===== config.mk =====
export PLATFORM = sky130hd
export DESIGN_NAME = um_report_arb
export DESIGN_NICKNAME = d
export VERILOG_FILES = /design/src/rtl/um_report_arb_pkg.sv /design/src/rtl/um_report_arb_rr_pick2.sv /design/src/rtl/um_report_arb.sv
export SDC_FILE = /design/constraint.sdc
export NUM_CORES = 1
export LEC_CHECK = 0
export CAP_MARGIN = 5
export CORE_AREA = 2 2 178 180
export CTS_BUF_LIST = sky130_fd_sc_hd__clkbuf_2
export DETAILED_ROUTE_END_ITERATION = 7
export DIE_AREA = 0 0 180 182
export HOLD_SLACK_MARGIN = 0.12
export PLACE_DENSITY = 0.64
export SYNTH_ARGS = -nofsm -noshare
export SYNTH_HDL_FRONTEND = slang
export SYNTH_SLANG_ARGS = --single-unit

===== constraint.sdc =====
create_clock -name clk -period 6.45 [get_ports clk]
set_clock_uncertainty 0.1 [all_clocks]
set_input_delay 1.29 -clock clk [delete_from_list [all_inputs] [get_ports clk]]
set_output_delay 1.29 -clock clk [all_outputs]
set_load 0.02 [all_outputs]

===== src/rtl/um_report_arb_pkg.sv =====
//------------------------------------------------------------------------------
// um_report_arb_pkg: beat header codes, beat width and arbiter state encoding.
// Revision: 1.0
//------------------------------------------------------------------------------
`default_nettype none

package um_report_arb_pkg;

    localparam int DATA_W = 134;

    localparam logic [1:0] HDR_HEAD = 2'b01;
    localparam logic [1:0] HDR_BODY = 2'b11;
    localparam logic [1:0] HDR_TAIL = 2'b10;

    typedef enum logic [2:0] {
        ST_IDLE  = 3'b001,
        ST_GRANT = 3'b010,
        ST_XFER  = 3'b100
    } state_t;

    function automatic logic [1:0] hdr_of(input logic [DATA_W-1:0] beat);
        return beat[DATA_W-1 -: 2];
    endfunction

endpackage

`default_nettype wire


===== src/rtl/um_report_arb_rr_pick2.sv =====
//------------------------------------------------------------------------------
// um_report_arb_rr_pick2: combinational two-way round-robin picker.
// Revision: 1.0
//------------------------------------------------------------------------------
`default_nettype none

module um_report_arb_rr_pick2 (
    input  logic [1:0] i_req,
    input  logic       i_rr_last,
    output logic       o_idx,
    output logic       o_valid
);

    // On a tie the port that was not served last wins.
    always_comb begin
        o_valid = |i_req;
        if (&i_req) begin
            o_idx = ~i_rr_last;
        end else begin
            o_idx = i_req[1];
        end
    end

endmodule

`default_nettype wire


===== src/rtl/um_report_arb.sv =====
//------------------------------------------------------------------------------
// um_report_arb: packet-atomic two-port arbiter with round-robin and grant timeout.
// Revision: 1.0
//------------------------------------------------------------------------------
`default_nettype none

module um_report_arb
    import um_report_arb_pkg::*;
#(
    parameter int GRANT_TIMEOUT = 16
) (
    input  logic              clk,
    input  logic              rst_n,
    input  logic              i_a_req,
    input  logic              i_b_req,
    output logic              o_a_ready,
    output logic              o_b_ready,
    input  logic              i_a_data_wr,
    input  logic [DATA_W-1:0] i_a_data,
    input  logic              i_a_data_valid,
    input  logic              i_a_data_valid_wr,
    input  logic              i_b_data_wr,
    input  logic [DATA_W-1:0] i_b_data,
    input  logic              i_b_data_valid,
    input  logic              i_b_data_valid_wr,
    output logic              o_data_wr,
    output logic [DATA_W-1:0] o_data,
    output logic              o_data_valid,
    output logic              o_data_valid_wr,
    output logic [31:0]       o_drop_cnt,
    output logic [15:0]       o_timeout_cnt
);

    localparam logic [15:0] C_TMO_LAST = 16'(GRANT_TIMEOUT - 1);

    state_t            r_state;
    logic              r_owner;
    logic              r_rr_last;
    logic [15:0]       r_timer;
    logic              r_a_ready;
    logic              r_b_ready;
    logic              r_out_wr;
    logic [DATA_W-1:0] r_out_data;
    logic              r_out_valid;
    logic              r_out_valid_wr;
    logic [31:0]       r_drop_cnt;
    logic [15:0]       r_timeout_cnt;

    logic              w_pick_idx;
    logic              w_pick_valid;
    logic              w_own_req;
    logic              w_own_wr;
    logic [DATA_W-1:0] w_own_data;
    logic              w_own_valid;
    logic              w_own_valid_wr;
    logic [1:0]        w_own_hdr;
    logic              w_head;
    logic              w_tail;
    logic              w_fwd;
    logic              w_drop_a;
    logic              w_drop_b;

    um_report_arb_rr_pick2 u_pick (
        .i_req     ({i_b_req, i_a_req}),
        .i_rr_last (r_rr_last),
        .o_idx     (w_pick_idx),
        .o_valid   (w_pick_valid)
    );

    assign w_own_req      = r_owner ? i_b_req           : i_a_req;
    assign w_own_wr       = r_owner ? i_b_data_wr       : i_a_data_wr;
    assign w_own_data     = r_owner ? i_b_data          : i_a_data;
    assign w_own_valid    = r_owner ? i_b_data_valid    : i_a_data_valid;
    assign w_own_valid_wr = r_owner ? i_b_data_valid_wr : i_a_data_valid_wr;
    assign w_own_hdr      = hdr_of(w_own_data);

    assign w_head = (r_state == ST_GRANT) & w_own_wr & (w_own_hdr == HDR_HEAD);
    assign w_tail = (r_state == ST_XFER)  & w_own_wr & (w_own_hdr == HDR_TAIL);
    assign w_fwd  = w_head | (r_state == ST_XFER);

    // Any written beat that is not forwarded is a drop, whichever port sent it.
    assign w_drop_a = i_a_data_wr & ~(w_fwd & ~r_owner);
    assign w_drop_b = i_b_data_wr & ~(w_fwd &  r_owner);

    always_ff @(posedge clk or negedge rst_n) begin
        if (!rst_n) begin
            r_state        <= ST_IDLE;
            r_owner        <= 1'b0;
            r_rr_last      <= 1'b1;
            r_timer        <= '0;
            r_a_ready      <= 1'b0;
            r_b_ready      <= 1'b0;
            r_out_wr       <= 1'b0;
            r_out_data     <= '0;
            r_out_valid    <= 1'b0;
            r_out_valid_wr <= 1'b0;
            r_drop_cnt     <= '0;
            r_timeout_cnt  <= '0;
        end else begin
            r_drop_cnt     <= r_drop_cnt + 32'(w_drop_a) + 32'(w_drop_b);
            r_out_wr       <= w_fwd & w_own_wr;
            r_out_data     <= w_fwd ? w_own_data : '0;
            r_out_valid    <= w_fwd & w_own_valid;
            r_out_valid_wr <= w_fwd & w_own_valid_wr;

            case (r_state)
                ST_IDLE: begin
                    if (w_pick_valid) begin
                        r_owner   <= w_pick_idx;
                        r_a_ready <= ~w_pick_idx;
                        r_b_ready <= w_pick_idx;
                        r_timer   <= '0;
                        r_state   <= ST_GRANT;
                    end
                end
                ST_GRANT: begin
                    if (w_head) begin
                        r_a_ready <= 1'b0;
                        r_b_ready <= 1'b0;
                        r_state   <= ST_XFER;
                    end else if (!w_own_req) begin
                        r_a_ready <= 1'b0;
                        r_b_ready <= 1'b0;
                        r_state   <= ST_IDLE;
                    end else if (r_timer == C_TMO_LAST) begin
                        r_a_ready <= 1'b0;
                        r_b_ready <= 1'b0;
                        r_rr_last <= r_owner;
                        if (r_timeout_cnt != 16'hFFFF) begin
                            r_timeout_cnt <= r_timeout_cnt + 16'd1;
                        end
                        r_state   <= ST_IDLE;
                    end else begin
                        r_timer <= r_timer + 16'd1;
                    end
                end
                ST_XFER: begin
                    if (w_tail) begin
                        r_rr_last <= r_owner;
                        r_state   <= ST_IDLE;
                    end
                end
                default: begin
                    r_a_ready <= 1'b0;
                    r_b_ready <= 1'b0;
                    r_state   <= ST_IDLE;
                end
            endcase
        end
    end

    assign o_a_ready       = r_a_ready;
    assign o_b_ready       = r_b_ready;
    assign o_data_wr       = r_out_wr;
    assign o_data          = r_out_data;
    assign o_data_valid    = r_out_valid;
    assign o_data_valid_wr = r_out_valid_wr;
    assign o_drop_cnt      = r_drop_cnt;
    assign o_timeout_cnt   = r_timeout_cnt;

endmodule

`default_nettype wire


==> results of run 1 <==
-- synthesized netlist by cell type, drive strengths merged, types with 3 or more instances --
cell	number	area, µm²
dfrtp	206	5150
nor2	166	626
mux2i	137	1370
clkbuf	31	116
nand2	31	116
o21ai	26	130
nand3	24	125
xor2	23	201
xnor2	22	193
inv	16	60.1
and4	11	96.3
nand4	10	62.6
nor3	8	45.0
a21oi	7	35.0
and3	7	43.8
nor4	7	65.1
buf	4	20.0
o31ai	4	30.0
ha	3	37.5
mux2	3	33.8
nor3b	3	22.5
-- sequential cells by signal, indices dropped and copies added, names as in the netlist --
| signal | flops |
|---|---|
| o_data | 134 |
| o_drop_cnt | 32 |
| o_timeout_cnt | 16 |
| r_timer | 16 |
| r_state | 3 |
| o_a_ready | 1 |
| o_b_ready | 1 |
| o_data_valid | 1 |
| o_data_valid_wr | 1 |
| o_data_wr | 1 |
| r_owner | 1 |
| r_rr_last | 1 |
-- power groups by stage --
stage	clock [W]	sequential, W	combinational [W]
4_1_cts	0.000944	0.00150	0.00126
6_report	0.000896	0.00150	0.00124
2_1_floorplan	0	0.00157	0.000681
3_3_place_gp	0	0.00152	0.00125
3_5_place_dp	0	0.00153	0.00125
5_1_grt	0.00101	0.00152	0.00133
-- through the flow --
step | hold WS [ns] | setup slack [ns] | utilization
2_1_floorplan | 0.349 | 2.15 | -
3_3_place_gp | 0.360 | 1.69 | 0.451
3_5_place_dp | 0.365 | 1.62 | 0.451
4_1_cts | 0.372 | 2.28 | 0.467
5_1_grt | 0.381 | 1.95 | 0.467
6_report | 0.376 | 2.32 | 0.467
-- worst min-delay path by stage --
stage	from	to	slack, ns
after floorplan	r_timer[15]$_DFFE_PN0P_	r_timer[15]$_DFFE_PN0P_	0.35
after global placement	o_drop_cnt[31]$_DFF_PN0_	o_drop_cnt[31]$_DFF_PN0_	0.36
final	o_drop_cnt[31]$_DFF_PN0_	o_drop_cnt[31]$_DFF_PN0_	0.38
after detailed placement	o_drop_cnt[31]$_DFF_PN0_	o_drop_cnt[31]$_DFF_PN0_	0.36
after global routing	rst_n	r_owner$_DFFE_PN0P_	0.38
after CTS	rst_n	r_timer[6]$_DFFE_PN0P_	0.37
-- routing by layer --
layer / global-route usage / vias up
li1: - / 3687
met1: 0.219 / 3705
met2: 0.321 / 296
met3: 0.0487 / 43
met4: 0.0556 / 0
met5: 0 / -
-- worst reg2reg max path: cells and delay by family (launching register included) --
kind / cells / cell delay, ns
simple gates: 4 / 1.20
buf+inv: 2 / 0.89
flops: 1 / 0.77
fa+ha+maj: 2 / 0.66
compound gates: 1 / 0.28
xor+xnor: 1 / 0.16
-- cell families after synthesis --
kind of cell / after synthesis / share of synthesized area
flip-flops: 208 / 0.585
adder cells (fa/ha/maj): 4 / 0.00646
AND/OR/NAND/NOR: 283 / 0.152
AO/OA/AOI/OAI: 49 / 0.0327
multiplexers: 140 / 0.158
buffers and inverters: 51 / 0.0221
XOR/XNOR: 45 / 0.0443
-- area by class of cell --
| type | instances | area [µm²] | area share |
|---|---|---|---|
| flip-flops and latches | 208 | 5210 | 0.360 |
| diodes | 2 | 5.00 | 0.000346 |
| multi-input cells | 521 | 3510 | 0.242 |
| repair buffers | 470 | 4710 | 0.325 |
| clock inverters | 21 | 86.3 | 0.00596 |
| inverters | 16 | 60.1 | 0.00415 |
| well taps | 402 | 503 | 0.0347 |
| clock buffers | 81 | 405 | 0.0280 |
==> flow_summary.yaml, run 1 <==
detailed_routing:
  drt_iter0_markers: 350
  routed_via_density: 4.49
  wl_met3_um: 2000
  wl_met2_um: 15700
  wl_met1_um: 12300
  drtPass1Iterations: 4
  dr.max_layer_used: "met4"
  vias: 7731
  detail-route-antenna-nets: 0
  wl_um: 30700
  drc: 0
  wl_per_cell_um: 17.8
timing:
  tns_ns: 0
  finalSetupViolCount: 0
  hold_violations: 0
  period_share: 0.640
  slew_headroom: 0.226
  tightest_slew_ns: 1.16
  slew_viol_final: 0
  timing.fmax_mhz: 242
  rsz0062_at_grt: "false"
  layout_min_cycle_time_ns: 4.13
placed_design:
  port_buffers: 464
  finalWeightedCongestion: 0.806
  hpwlAfterDp_um: 23600
  placedCellCount: 1617
  post_dp_cell_area_mm2: 0.0140
yosys:
  synth_flop_cell: "dfrtp_1"
  syn-num-nets: 1062
  synth_edf_count: 0
  synth-async-reset-ratio: 1.00
  syn_avg_cell_area_um2: 11.4
  syn_area_mm2: 0.00890
  yosysSeqAreaShare: 0.585
  netlist_instances: 780
  synth.distinct_cells: 54
  synth_warnings: 0
  synth-seq-cells: 208
setup_path:
  cp.depth: 10
  cp_data_required_time_ns: 7.06
  critPathCapture: "o_drop_cnt[28]$_DFF_PN0_"
  critPathLaunch: "r_owner$_DFFE_PN0P_"
  crit_family: "simple AND/OR/NAND/NOR gates"
  r2r_cells: 10
  worstPathCellList: "buf_4 -> o21ai_0 -> fa_1 -> inv_1 -> ha_1 -> and4_1 -> nand3_1 -> or4_1 -> nor3_1 -> xor2_1"
  crit_type: "reg2reg"
  r2r-end: "o_drop_cnt[28]$_DFF_PN0_"
  path_max_fanout: 53
  r2r_start: "r_owner$_DFFE_PN0P_"
  cp_slowest_cell: "buf_4"
  r2r_setup_slack_ns: 2.32
  slowest_delay_ns: 0.78
  crit_arrival_ns: 4.73
  path_buf_inv: 2
  end_kind: "flip-flop"
  start_kind: "flip-flop"
power_and_ir_drop:
  p_int_w: 0.00236
  p_sw_frac: 0.351
  ir_drop_v: 0.000117
  combPwrFrac: 0.341
  power_density_mw_per_mm2: 251
  power_w: 0.00364
  cellLeakagePower_nw: 6.61
  p_clk_frac: 0.246
  p_switching_w: 0.00127
  power_frac_seq: 0.413
grt:
  grt_pass1_wl_um: 46500
  grt_max_degree: 110
  grt_pass1_vias: 8105
  grt_usage: 0.183
  antenna_found_initial: 2
  grt.overflow.total: 0
clock_network:
  clock-sinks: 208
  clock_path_buffers: 3
  worstSkewPairLatency_ns: 0.77
  htree_num_levels: 2
  post_cts_buffers: 0
  cts_tree: "built"
  cts-resized-gates: 0
  path_clk_slew_ns: 0.11
  hold_buffers: 0
  cts_root_buf: "clkbuf_2"
  cts_buffers: 56
floorplan:
  rows: 65
  core_mm2: 0.0310
  die_h_um: 182
  fp.dieW_um: 180
  io_pins: 465
  initial_utilization: 0.287
  dieArea_mm2: 0.0328
job:
  maxCapViolCount: 0
cells_and_area:
  mostFrequentLayoutCell: "clkdlybuf4s50_1"
  mostFrequentLayoutCells: "clkdlybuf4s50_1, dfrtp_1, nor2_1, mux2i_1, clkbuf_2"
  layout-drive-gt1-share: 0.0843
  stdcell_count: 1721
  finalInstanceArea_mm2: 0.0145
  nets: 1555
  syn_to_final_growth_pct: 62.7
  fill_cells: 2918
worst_hold_path:
  hold_depth: 1
  hold_path_class: "reg2reg"
status:
  status: "finished, final reports clean"
Power figures use the tool's default switching activity.
==> inputs of run 2 (changes only) <==
CORE_AREA = 2 2 183 185   (was 2 2 178 180)
DIE_AREA = 0 0 185 187   (was 0 0 180 182)
PLACE_DENSITY = 0.63   (was 0.64)
clock period = 3.5 ns   (was 6.45 ns; I/O delays follow)
==> flow_summary.yaml, run 2 (synthesized netlist as in run 1, its figures left out) <==
job:
  maxCapViolCount: 0
grt:
  grt_max_degree: 80
  grt_usage: 0.178
  grt_pass1_wl_um: 47100
  grt_pass1_vias: 8159
  grt.overflow.total: 0
  antenna_found_initial: 4
clock_network:
  worstSkewPairLatency_ns: 0.80
  path_clk_slew_ns: 0.11
  cts_buffers: 57
  clock_path_buffers: 3
  clock-sinks: 208
  htree_num_levels: 2
  cts_root_buf: "clkbuf_2"
  cts_tree: "built"
floorplan:
  initial_utilization: 0.271
  fp.dieW_um: 185
  io_pins: 465
  die_h_um: 187
  dieArea_mm2: 0.0346
  rows: 67
  core_mm2: 0.0329
cells_and_area:
  largest_register_ffs: 134
  mostFrequentLayoutCells: "clkdlybuf4s50_1, dfrtp_1, nor2_1, mux2i_1, clkbuf_2"
  nets: 1571
  final_core_util: 0.447
  layout-drive-gt1-share: 0.101
  syn_to_final_growth_pct: 64.9
  mostFrequentLayoutCell: "clkdlybuf4s50_1"
  fill_cells: 3185
  finalInstanceArea_mm2: 0.0147
timing:
  tightest_slew_ns: 1.20
  layout_min_cycle_time_ns: 3.29
  finalSetupViolCount: 0
  hold_violations: 0
  slew_headroom: 0.201
  fin_ws_ns: 0.209
  period_share: 0.940
  rsz0062_at_grt: "false"
  timing.fmax_mhz: 304
  slew_viol_final: 0
  hold-worst-slack_ns: 0.374
  tns_ns: 0
detailed_routing:
  drtPass1Iterations: 4
  drc: 0
  wl_per_cell_um: 17.4
  vias: 7794
  drt_iter0_markers: 450
  wl_um: 31000
  detail-route-antenna-nets: 0
  routed_via_density: 4.38
placed_design:
  port_buffers: 464
  hpwlAfterDp_um: 24200
  pre_cts_slack_ns: -0.572
  finalWeightedCongestion: 0.820
  post_dp_cell_area_mm2: 0.0142
setup_path:
  crit_arrival_ns: 3.92
  cp_data_required_time_ns: 4.13
  end_kind: "flip-flop"
  path_max_fanout: 10
  start_kind: "flip-flop"
  r2r_start: "r_owner$_DFFE_PN0P_"
  r2r_cells: 12
  crit_type: "reg2reg"
  r2r_setup_slack_ns: 0.21
  r2r-end: "o_drop_cnt[26]$_DFF_PN0_"
power_and_ir_drop:
  ir_drop_v: 0.000295
  cellLeakagePower_nw: 6.70
  power_density_mw_per_mm2: 461
worst_hold_path:
  hold_end: "o_drop_cnt[31]$_DFF_PN0_"
  hold_path_class: "reg2reg"
  hold_start: "o_drop_cnt[31]$_DFF_PN0_"
  hold_depth: 1
status:
  status: "finished, final reports clean"
## run 2: changes by cell type in the layout (fill, tap and decap cells not counted), sizes merged
cell / before / now
clkbuf: 81 / 91
buf: 7 / 21
clkinv: 21 / 9
dlygate4sd3: 0 / 1
## run 2: routing by layer
| metal | share of wire | GRT usage | vias up |
|---|---|---|---|
| met5 | 0.00032 | 0 | - |
| met4 | 0.028 | 0.0546 | 2 |
| met3 | 0.069 | 0.0483 | 46 |
| met2 | 0.51 | 0.312 | 306 |
| met1 | 0.39 | 0.210 | 3725 |
| li1 | - | - | 3715 |
## run 2: area by class of cell
| type | count | area (µm²) | area share |
|---|---|---|---|
| clock inverters | 9 | 35.0 | 0.00239 |
| diodes | 2 | 5.00 | 0.000341 |
| inverters | 16 | 60.1 | 0.00409 |
| flip-flops and latches | 208 | 5210 | 0.355 |
| multi-input cells | 521 | 3520 | 0.240 |
| clock buffers | 91 | 455 | 0.0310 |
| well taps | 448 | 561 | 0.0382 |
| repair buffers | 485 | 4830 | 0.329 |
## run 2: worst max path at each step
| stage | startpoint | end | slack [ns] | depth (start not counted) |
|---|---|---|---|---|
| floorplan | i_a_data[133] | o_drop_cnt[28]$_DFF_PN0_ | 0.01 | 13 |
| global placement | i_a_data[133] | o_drop_cnt[26]$_DFF_PN0_ | -0.44 | 13 |
| detailed placement | i_a_data[133] | o_drop_cnt[26]$_DFF_PN0_ | -0.57 | 13 |
| CTS | r_owner$_DFFE_PN0P_ | o_drop_cnt[26]$_DFF_PN0_ | 0.14 | 12 |
| global route | r_owner$_DFFE_PN0P_ | o_drop_cnt[28]$_DFF_PN0_ | 0.02 | 12 |
| finish | r_owner$_DFFE_PN0P_ | o_drop_cnt[26]$_DFF_PN0_ | 0.21 | 12 |
## run 2: metrics by stage
step	total power, W	std cells
floorplan	0.00415	780
global placement	0.00516	1677
detailed placement	0.00518	1677
CTS	0.00690	1778
global route	0.00720	1780
finish	0.00676	1780
## run 2: critical path, cell delays in order (launching register included)
cell and delay [ns]:
dfrtp_4 0.55, and4b_1 0.26, nor2_2 0.16, o21a_4 0.15
o21ai_0 0.10, fa_1 0.48, inv_1 0.11, ha_1 0.17
and4_4 0.23, nand3_1 0.11, or4_4 0.54, nor2_1 0.15
xor2_1 0.17
## run 2: report_power, final
part           total (W)  leakage (nW)  internal (W)  switching (W)
clock network    0.00166         0.394      0.000674       0.000988
logic            0.00240          3.46       0.00118        0.00122
registers        0.00271          2.84       0.00258       0.000130
total            0.00676          6.70       0.00443        0.00234
## run 2: repair_timing
item	in CTS	in global routing
gates resized for setup	0	1
hold buffers	1	0
buffers inserted	0	0
endpoints found under the hold margin	77	0
setup endpoints to repair	0	3
